## src/rtl/eyeriss_pe_ctrl_if.sv

```systemverilog
// Handshake and strobe bundle between a PE array controller and one Eyeriss PE.
// master: the upstream side that requests jobs and supplies data words.
// slave : the PE controller itself.
interface eyeriss_pe_ctrl_if;
    logic       start;
    logic [3:0] cfg_len;
    logic [3:0] cfg_npsum;
    logic       in_valid;
    logic       in_ready;
    logic       psum_in_valid;
    logic       psum_in_ready;
    logic [1:0] mode;
    logic       map_en;
    logic       fil_en;
    logic       regs_en;
    logic       rst_accm;
    logic       p_en_delay;
    logic [3:0] map_iterator;
    logic [3:0] filter_iterator;
    logic [3:0] psum_iterator;
    logic       out_valid;
    logic       busy;
    logic       done;
    logic       err;

    modport master (
        output start, cfg_len, cfg_npsum, in_valid, psum_in_valid,
        input  in_ready, psum_in_ready, mode, map_en, fil_en, regs_en, rst_accm,
               p_en_delay, map_iterator, filter_iterator, psum_iterator,
               out_valid, busy, done, err
    );

    modport slave (
        input  start, cfg_len, cfg_npsum, in_valid, psum_in_valid,
        output in_ready, psum_in_ready, mode, map_en, fil_en, regs_en, rst_accm,
               p_en_delay, map_iterator, filter_iterator, psum_iterator,
               out_valid, busy, done, err
    );
endinterface

```

## src/rtl/eyeriss_pe_ctrl.sv

```systemverilog
// Eyeriss PE sequencer: loads ifmap/filter words, runs the 1-D convolution
// multiply schedule with RAW bubbles, drains the MAC pipeline, accumulates
// upstream psums and reports completion.
//
// state   | meaning
// --------+------------------------------------------------------------
// S_IDLE  | waiting for start; config legality checked here
// S_LOAD  | accepting L+P-1 map words (first L also write the filter)
// S_MULT  | issuing L*P MACs, tap outer / psum inner, bubbles if P<=lat
// S_DRAIN | letting the last MULT results retire through the pipeline
// S_ACCU  | adding one upstream psum per psum index, then pipeline wait
// S_FIN   | one-cycle done pulse
module eyeriss_pe_ctrl #(
    parameter int PIPE_LAT   = 3,
    parameter int SPAD_DEPTH = 12
) (
    input  logic CLK,
    input  logic clr_,
    eyeriss_pe_ctrl_if.slave pe
);

    typedef enum logic [2:0] {
        S_IDLE, S_LOAD, S_MULT, S_DRAIN, S_ACCU, S_FIN
    } state_t;

    localparam logic [4:0] LAT5     = 5'(PIPE_LAT);
    localparam logic [3:0] LAT4     = 4'(PIPE_LAT);
    localparam logic [4:0] DEPTH_P1 = 5'(SPAD_DEPTH + 1);

    state_t state_q, state_d;
    logic [3:0] len_q, len_d;
    logic [3:0] npsum_q, npsum_d;
    logic [3:0] lcnt_q, lcnt_d;
    logic [3:0] k_q, k_d;
    logic [3:0] p_q, p_d;
    logic [3:0] bub_q, bub_d;
    logic [3:0] tmr_q, tmr_d;
    logic       err_q, err_d;
    logic [PIPE_LAT-1:0] pdly_q;
    logic [PIPE_LAT-1:0] odly_q;

    logic       issue, acc_issue;
    logic [1:0] mode_c;
    logic       in_ready_c, psum_in_ready_c, map_en_c, fil_en_c, rst_accm_c;
    logic [3:0] map_it_c, fil_it_c, psum_it_c;
    logic [4:0] cfg_sum;
    logic       cfg_ok, need_bub;
    logic [3:0] m_last, k_last, p_last, bub_n;

    // Next-state, counter updates and per-state strobes.
    always_comb begin
        state_d         = state_q;
        len_d           = len_q;
        npsum_d         = npsum_q;
        lcnt_d          = lcnt_q;
        k_d             = k_q;
        p_d             = p_q;
        bub_d           = bub_q;
        tmr_d           = tmr_q;
        err_d           = 1'b0;
        issue           = 1'b0;
        acc_issue       = 1'b0;
        mode_c          = 2'b00;
        in_ready_c      = 1'b0;
        psum_in_ready_c = 1'b0;
        map_en_c        = 1'b0;
        fil_en_c        = 1'b0;
        rst_accm_c      = 1'b0;
        map_it_c        = 4'd0;
        fil_it_c        = 4'd0;
        psum_it_c       = 4'd0;

        cfg_sum  = {1'b0, pe.cfg_len} + {1'b0, pe.cfg_npsum};
        cfg_ok   = (pe.cfg_len != 4'd0) && (pe.cfg_npsum != 4'd0) && (cfg_sum <= DEPTH_P1);
        m_last   = len_q + npsum_q - 4'd2;
        k_last   = len_q - 4'd1;
        p_last   = npsum_q - 4'd1;
        // A psum slot is revisited every P cycles; if that is within the
        // MAC latency, pad each tap row so the revisit lands at lat+1.
        need_bub = ({1'b0, npsum_q} <= LAT5);
        bub_n    = 4'(LAT5 + 5'd1 - {1'b0, npsum_q});

        case (state_q)
            S_IDLE: begin
                if (pe.start) begin
                    if (cfg_ok) begin
                        len_d   = pe.cfg_len;
                        npsum_d = pe.cfg_npsum;
                        lcnt_d  = 4'd0;
                        state_d = S_LOAD;
                    end else begin
                        err_d = 1'b1;
                    end
                end
            end
            S_LOAD: begin
                mode_c     = 2'b01;
                in_ready_c = 1'b1;
                map_it_c   = lcnt_q;
                fil_it_c   = lcnt_q;
                if (pe.in_valid) begin
                    map_en_c = 1'b1;
                    fil_en_c = (lcnt_q < len_q);
                    if (lcnt_q == m_last) begin
                        state_d = S_MULT;
                        k_d     = 4'd0;
                        p_d     = 4'd0;
                        bub_d   = 4'd0;
                    end else begin
                        lcnt_d = lcnt_q + 4'd1;
                    end
                end
            end
            S_MULT: begin
                mode_c    = 2'b10;
                fil_it_c  = k_q;
                map_it_c  = p_q + k_q;
                psum_it_c = p_q;
                if (bub_q != 4'd0) begin
                    // Iterators stay on the last issued op until the final bubble.
                    bub_d = bub_q - 4'd1;
                    if (bub_q == 4'd1) begin
                        k_d = k_q + 4'd1;
                        p_d = 4'd0;
                    end
                end else begin
                    issue      = 1'b1;
                    rst_accm_c = (k_q != 4'd0);
                    if (p_q != p_last) begin
                        p_d = p_q + 4'd1;
                    end else if (k_q == k_last) begin
                        state_d = S_DRAIN;
                        tmr_d   = LAT4;
                    end else if (need_bub) begin
                        bub_d = bub_n;
                    end else begin
                        k_d = k_q + 4'd1;
                        p_d = 4'd0;
                    end
                end
            end
            S_DRAIN: begin
                mode_c = 2'b10;
                if (tmr_q == 4'd1) begin
                    state_d = S_ACCU;
                    p_d     = 4'd0;
                    tmr_d   = 4'd0;
                end else begin
                    tmr_d = tmr_q - 4'd1;
                end
            end
            S_ACCU: begin
                mode_c    = 2'b11;
                psum_it_c = p_q;
                if (tmr_q == 4'd0) begin
                    psum_in_ready_c = 1'b1;
                    if (pe.psum_in_valid) begin
                        issue      = 1'b1;
                        acc_issue  = 1'b1;
                        rst_accm_c = 1'b1;
                        if (p_q == p_last) begin
                            tmr_d = LAT4;
                        end else begin
                            p_d = p_q + 4'd1;
                        end
                    end
                end else if (tmr_q == 4'd1) begin
                    state_d = S_FIN;
                    tmr_d   = 4'd0;
                end else begin
                    tmr_d = tmr_q - 4'd1;
                end
            end
            S_FIN: begin
                state_d = S_IDLE;
            end
            default: begin
                state_d = S_IDLE;
            end
        endcase
    end

    // State, counters, latched config and the issue delay lines.
    always_ff @(posedge CLK) begin
        if (!clr_) begin
            state_q <= S_IDLE;
            len_q   <= 4'd0;
            npsum_q <= 4'd0;
            lcnt_q  <= 4'd0;
            k_q     <= 4'd0;
            p_q     <= 4'd0;
            bub_q   <= 4'd0;
            tmr_q   <= 4'd0;
            err_q   <= 1'b0;
            pdly_q  <= '0;
            odly_q  <= '0;
        end else begin
            state_q <= state_d;
            len_q   <= len_d;
            npsum_q <= npsum_d;
            lcnt_q  <= lcnt_d;
            k_q     <= k_d;
            p_q     <= p_d;
            bub_q   <= bub_d;
            tmr_q   <= tmr_d;
            err_q   <= err_d;
            pdly_q  <= PIPE_LAT'({pdly_q, issue});
            odly_q  <= PIPE_LAT'({odly_q, acc_issue});
        end
    end

    assign pe.mode            = mode_c;
    assign pe.in_ready        = in_ready_c;
    assign pe.psum_in_ready   = psum_in_ready_c;
    assign pe.map_en          = map_en_c;
    assign pe.fil_en          = fil_en_c;
    assign pe.regs_en         = issue;
    assign pe.rst_accm        = rst_accm_c;
    assign pe.map_iterator    = map_it_c;
    assign pe.filter_iterator = fil_it_c;
    assign pe.psum_iterator   = psum_it_c;
    assign pe.p_en_delay      = pdly_q[PIPE_LAT-1];
    assign pe.out_valid       = odly_q[PIPE_LAT-1];
    assign pe.busy            = (state_q != S_IDLE);
    assign pe.done            = (state_q == S_FIN);
    assign pe.err             = err_q;

endmodule

```

## src/flat_wrapper.sv

```systemverilog
// flat-port wrapper written by rule: the top's interface ports become plain ports
module eyeriss_pe_ctrl_flat 
#(
    parameter int PIPE_LAT   = 3,
    parameter int SPAD_DEPTH = 12
)
  (CLK, clr_, pe_start, pe_cfg_len, pe_cfg_npsum, pe_in_valid, pe_psum_in_valid, pe_in_ready, pe_psum_in_ready, pe_mode, pe_map_en, pe_fil_en, pe_regs_en, pe_rst_accm, pe_p_en_delay, pe_map_iterator, pe_filter_iterator, pe_psum_iterator, pe_out_valid, pe_busy, pe_done, pe_err);
  eyeriss_pe_ctrl_if pe_i ();
  input  logic CLK;
  input  logic clr_;
  input wire logic [$bits(pe_i.start)-1:0] pe_start;
  input wire logic [$bits(pe_i.cfg_len)-1:0] pe_cfg_len;
  input wire logic [$bits(pe_i.cfg_npsum)-1:0] pe_cfg_npsum;
  input wire logic [$bits(pe_i.in_valid)-1:0] pe_in_valid;
  input wire logic [$bits(pe_i.psum_in_valid)-1:0] pe_psum_in_valid;
  output wire logic [$bits(pe_i.in_ready)-1:0] pe_in_ready;
  output wire logic [$bits(pe_i.psum_in_ready)-1:0] pe_psum_in_ready;
  output wire logic [$bits(pe_i.mode)-1:0] pe_mode;
  output wire logic [$bits(pe_i.map_en)-1:0] pe_map_en;
  output wire logic [$bits(pe_i.fil_en)-1:0] pe_fil_en;
  output wire logic [$bits(pe_i.regs_en)-1:0] pe_regs_en;
  output wire logic [$bits(pe_i.rst_accm)-1:0] pe_rst_accm;
  output wire logic [$bits(pe_i.p_en_delay)-1:0] pe_p_en_delay;
  output wire logic [$bits(pe_i.map_iterator)-1:0] pe_map_iterator;
  output wire logic [$bits(pe_i.filter_iterator)-1:0] pe_filter_iterator;
  output wire logic [$bits(pe_i.psum_iterator)-1:0] pe_psum_iterator;
  output wire logic [$bits(pe_i.out_valid)-1:0] pe_out_valid;
  output wire logic [$bits(pe_i.busy)-1:0] pe_busy;
  output wire logic [$bits(pe_i.done)-1:0] pe_done;
  output wire logic [$bits(pe_i.err)-1:0] pe_err;
  assign pe_i.start = pe_start;
  assign pe_i.cfg_len = pe_cfg_len;
  assign pe_i.cfg_npsum = pe_cfg_npsum;
  assign pe_i.in_valid = pe_in_valid;
  assign pe_i.psum_in_valid = pe_psum_in_valid;
  assign pe_in_ready = pe_i.in_ready;
  assign pe_psum_in_ready = pe_i.psum_in_ready;
  assign pe_mode = pe_i.mode;
  assign pe_map_en = pe_i.map_en;
  assign pe_fil_en = pe_i.fil_en;
  assign pe_regs_en = pe_i.regs_en;
  assign pe_rst_accm = pe_i.rst_accm;
  assign pe_p_en_delay = pe_i.p_en_delay;
  assign pe_map_iterator = pe_i.map_iterator;
  assign pe_filter_iterator = pe_i.filter_iterator;
  assign pe_psum_iterator = pe_i.psum_iterator;
  assign pe_out_valid = pe_i.out_valid;
  assign pe_busy = pe_i.busy;
  assign pe_done = pe_i.done;
  assign pe_err = pe_i.err;
  eyeriss_pe_ctrl #(.PIPE_LAT(PIPE_LAT), .SPAD_DEPTH(SPAD_DEPTH)) u_core (.CLK(CLK), .clr_(clr_), .pe(pe_i));
endmodule
```

## config.mk

```make
export PLATFORM = sky130hd
export DESIGN_NAME = eyeriss_pe_ctrl_flat
export DESIGN_NICKNAME = d
export VERILOG_FILES = /design/src/rtl/eyeriss_pe_ctrl_if.sv /design/src/rtl/eyeriss_pe_ctrl.sv /design/src/flat_wrapper.sv
export SDC_FILE = /design/constraint.sdc
export NUM_CORES = 1
export LEC_CHECK = 0
export CAP_MARGIN = 20
export CORE_MARGIN = 2
export CORE_UTILIZATION = 35
export DETAILED_ROUTE_END_ITERATION = 8
export GPL_ROUTABILITY_DRIVEN = 0
export HOLD_SLACK_MARGIN = 0.12
export PLACE_DENSITY = 0.6
export SYNTH_ARGS = -nofsm -noshare
export SYNTH_HDL_FRONTEND = slang
export SYNTH_SLANG_ARGS = --single-unit
```

## constraint.sdc

```tcl
create_clock -name CLK -period 8.45 [get_ports CLK]
set_input_delay 0.845 -clock CLK [delete_from_list [all_inputs] [get_ports CLK]]
set_output_delay 0.845 -clock CLK [all_outputs]
set_load 0.01 [all_outputs]
```

[After elaboration in Yosys (flattened, before gate mapping)]
Index checks and enable logic that the tools add are counted.
Storage, ports and cells
  bits of input ports: 13
  logic and storage cells: 150
  bits in registers: 38
  output and inout bits: 25
Operators by class
  muxes and demuxes: 65
  add/sub/neg operators: 12
  magnitude comparators: 3
  eq/ne operators: 34
  reductions and logical operators: 24
Operator list (number)
  2-to-1 mux 4 bit: 32
  case mux 4 bit (2 select lines): 5
  2-to-1 mux 3 bit: 10
  AND reduction 10 bit: 2
  nonzero test 4 bit: 5
  inequality test 2 bit (second input constant): 8
  case mux 4 bit (4 select lines): 1
  subtractor 4 x 1 -> 4 bit (second input constant): 4
  case mux 3 bit (5 select lines): 1
  adder 4 x 1 -> 4 bit (second input constant): 3
  equality test 4 bit: 3
  2-to-1 mux 1 bit: 12
  inequality test 2 x 1 -> 1 bit (second input constant): 6
  inequality test 3 bit (second input constant): 4
  case mux 4 bit (3 select lines): 1
  AND reduction 6 bit: 2
  adder 4 bit: 2
  equality test 4 x 1 -> 1 bit (second input constant): 2
  AND reduction 7 bit: 1
  equality test 3 x 2 -> 1 bit (second input constant): 2
  equality test 3 bit (second input constant): 2
  inequality test 3 x 2 -> 1 bit (second input constant): 2
  case mux 2 bit (3 select lines): 1
  AND reduction 3 bit: 2
  other kinds (20): 25

[Longest topological paths before layout]
  depth in word-level cells: 6
  depth in mapped cells: 12
  gate-level depth less buffers: 12

[Worst setup path before layout]
No wires, ideal clock.
  kind: in2reg
  start point: input port pe_cfg_npsum[0]
  end point: register u_core.npsum_q[3]
  cell stages on the path: 10
  data arrival time: 2.844 ns
  library setup time: 0.128 ns
  path buffers: 2
  required time: 8.322 ns
  setup slack: 5.478 ns
  path through: ha_1 fa_1 o211a_1 nor4_1 o221a_2 buf_2 and2_1 buf_2 mux2i_1 nor2_1
On the way
  cells in the longest elaborated chain, start to end: 4
  elaborated cells between the ends (all ways): 6
  those cells by class: add/sub: 1; order compare: 1; reduce/logical: 4
Ends and longest elaborated chain
  start, declared: line flat_wrapper.sv:13  | input wire logic [$bits(pe_i.cfg_npsum)-1:0] pe_cfg_npsum;
  adder 4 x 4 -> 5 bit / nonzero test 4 bit (equally long branches): line eyeriss_pe_ctrl.sv:73, eyeriss_pe_ctrl.sv:74
  <= comparator 5 x 4 -> 1 bit / logical AND 1 bit (equally long branches): line eyeriss_pe_ctrl.sv:74  | cfg_ok = (pe.cfg_len != 4'd0) && (pe.cfg_npsum != 4'd0) && (cfg_sum <= DEPTH_P1);
  logical AND 1 bit (*): line eyeriss_pe_ctrl.sv:74
  AND reduction 3 bit (no line) (*)
  end signal, assigned: line eyeriss_pe_ctrl.sv:200  | npsum_q <= npsum_d;
  end, declared: line eyeriss_pe_ctrl.sv:32  | logic [3:0] npsum_q, npsum_d;
Mark *: on every way between the ends. The rest lies on a longest branch, timed or not.
A chain may end at the register's enable or synchronous reset.

[Worst setup path in the final report]
  start point: register u_core.state_q[1]
  end point: output port pe_rst_accm
On the way
  cells in the longest elaborated chain, start to end: 2
  elaborated cells between the ends (all ways): 3
  those cells by class: eq/ne: 2; mux: 1
Ends and longest elaborated chain
  start, declared: line eyeriss_pe_ctrl.sv:30  | state_t state_q, state_d;
  start signal, assigned: line eyeriss_pe_ctrl.sv:198  | state_q <= state_d;
  equality test 3 bit / equality test 3 x 2 -> 1 bit (equally long branches): line eyeriss_pe_ctrl.sv:83  | case (state_q)
  case mux 1 bit (2 select lines) (*): line eyeriss_pe_ctrl.sv:83
  end, declared: line flat_wrapper.sv:22  | output wire logic [$bits(pe_i.rst_accm)-1:0] pe_rst_accm;
Marked as above.

==> flow_summary.yaml <==
outcome:
  result_of_the_run: "completed"
critical_path:
  cp.required_ps: 7610
  path_max_fanout: 14
  timing.setup.critical_path_class: "reg2out"
  critical_path.endpoint_type: "output port"
  crit_path_start_kind: "register"
  timing.reg2reg.worst_path_depth: 9
  critical_path_arrival_ps: 2920
floorplanning:
  floorplan.rows: 32
  die_height_um: 93.9
  core_um2: 7770
  fp.dieArea_um2: 8810
  floorplan.io_pins: 38
  initial_utilization: 0.364
  die_wd_um: 93.9
cts:
  clockRootBuffer: "clkbuf_8"
  cts_resized: 0
  numClockSinks: 38
  clock_latency_ps: 300
  clock_tree_from_tritoncts: "yes"
  number_of_buffers_added_by_the_clock_tree_synthesis_step: 5
  clk_transition_reported_paths_ps: 80
  clockBufferDepth: 2
  cts_post_setup_buffers_inserted: 0
  cts_hold_buf: 0
  ctsHtreeMaxLevel: 2
hold_path:
  worst_hold_stages: 1
  min_path_type: "reg2reg"
routing:
  route.detailed.vias_per_inst: 5.39
  first_iter_violations: 102
  drt_drc_violations_left: 0
  postRouteWirelength_um: 7230
  wl_per_cell_um: 15.1
  route.vias.total: 2575
  drtPass1Iterations: 4
  antenna_violating_nets_post_route: 0
finish:
  ff_latch_area_um2: 761
  multiInputGateArea_um2: 1920
  antenna-diode-count: 0
  share_of_post_route_cells_with_drive_strength_above_1: 0.0505
  fin_nets: 418
  layout.filler_cells: 795
  areaGrowthSynthToFinish_pct: 19.7
sta:
  setup_total_neg_slack_ps: 0
  least_margin_pin_slew_ps: 878
  post-route-period-util: 0.445
  achievable-frequency_ghz: 0.266
  rsz_0062_raised_after_global_routing: "false"
  timing.slew.headroom: 0.413
  max_clock_skew_ps: 12.0
  finalSetupViolations: 0
  slew_violations: 0
  timing_hold_violations_final: 0
  period_needed_ps: 3760
global_routing:
  globalRouteTotalUtil: 0.176
  overflow: 0
  number_of_antenna_violations_at_the_first_check_in_global_routing: 0
  first_global_vias: 2434
  pin_count_of_the_biggest_net_entering_global_routing: 25
  grt_pass1_wl_um: 12300
logic_synthesis:
  synth_area_um2: 2830
  synth_top_family_by_area: "compound AO/OA/AOI/OAI gates"
  syn-mean-instance-area_um2: 8.20
  synth-compound-area-share: 0.222
  most_frequent_cell_after_synthesis: "dfxtp_1"
  synth-simple-area-share: 0.219
  yosysSeqAreaShare: 0.269
  synth.cells.most_frequent: "dfxtp_1, nand2_1, a21oi_1"
  netlist_top_cells_area: "dfxtp_1, ha_1, a21oi_1"
  synth.ff_latch_count: 38
  synth_fp_nets: 387
  synth_mux_area_frac: 0.0106
  post_synth_arst_share: 0
  yosysWarnings: 0
  synth_enable_flop_cells: 0
  yosys.area.top_type: "dfxtp_1"
  synth_xor_xnor_area_share: 0.0925
  synth_cell_types: 58
  synthFlopType: "dfxtp_1"
  yosys.area.top_type_share: 0.269
  post_synth_inst_count: 345
  share_of_synthesized_cell_area_in_full_adder_half_adder_and_majority_cells: 0.136
power_and_ir_drop:
  fin_total_pwr_mw: 0.449
  total_leakage_power_nw: 1.33
  worst_ir_drop_vdd_uv: 64.3
  power.density_nw_per_um2: 133
place:
  io_buffer_count: 37
  hpwlAfterDp_um: 5620
job:
  maxCapViolations: 0
routing by layer:
layer	vias up	track usage	wire (um)
met1	1218	0.232	3310
met5	-	0	0
met2	59	0.293	3460
li1	1287	-	-
met4	0	0.0556	157
met3	11	0.0289	311
metrics by stage:
stage / instance area, um^2 / setup WS [ps] / hold slack [ps] / std cells / util
after floorplan: 2830 / 5480 / 412 / 345 / -
final: 3380 / 4690 / 434 / 478 / 0.436
after global routing: 3380 / 4480 / 463 / 478 / 0.436
after CTS: 3380 / 4710 / 438 / 478 / 0.436
after global placement: 3270 / 4850 / 417 / 471 / 0.421
after detailed placement: 3270 / 4720 / 420 / 471 / 0.421
flip-flops by register name, indices dropped and copies added, names as in the netlist:
name            count
u_core.bub_q        4
u_core.k_q          4
u_core.lcnt_q       4
u_core.len_q        4
u_core.npsum_q      4
u_core.odly_q       3
u_core.p_q          4
u_core.pdly_q       3
u_core.pe.err       1
u_core.state_q      3
u_core.tmr_q        4
worst paths after layout:
kind                          start  slack (ps)               end
setup / recovery  u_core.state_q[1]        4690       pe_rst_accm
hold / removal     u_core.odly_q[0]         430  u_core.odly_q[1]
setup reg to reg  u_core.npsum_q[2]        5380     u_core.p_q[3]
hold reg to reg    u_core.odly_q[0]         430  u_core.odly_q[1]
final cells by class:
class | instances | area share
multi-input combinational | 271 | 0.568
sequential | 38 | 0.225
inverter | 22 | 0.0244
clock buffer | 6 | 0.0244
clock inverter | 1 | 0.00887
timing repair buffer | 38 | 0.112
tap | 102 | 0.0377
worst max-delay path, cell delays in order (launching register included):
cell	delay [ps]
dfxtp_1	600
nand2b_1	240
nor2_1	590
nand2_1	290
o21ai_0	320
clkdlybuf4s50_1	590
where the power goes:
part	total [mW]	internal (mW)	switching (mW)
registers	0.192	0.184	0.00805
clock network	0.160	0.0945	0.0657
logic	0.0970	0.0439	0.0531
cells by family (layout without fill, tap and decap cells):
family / after synthesis / in the layout
compound gates: 91 / 91
xor+xnor: 25 / 25
fa+ha+maj: 29 / 29
buf+inv: 36 / 67
flops: 38 / 38
mux: 3 / 3
simple gates: 123 / 123
layout by cell type, fill, tap and decap left out, types with 6 or more instances in the layout:
cell type        synthesis  final
nor2_1                  30     30
a21oi_1                 31     31
clkdlybuf4s50_1          0     37
inv_1                   22     22
clkbuf_8                 0      6
o21ai_0                 14     14
xnor2_1                 13     13
dfxtp_1                 38     38
nand3_1                  7      7
and2_1                  10     10
ha_1                    26     26
nand2_1                 34     34
xor2_1                   9      9
nand2b_1                 8      8
Power figures use the tool's default switching activity.
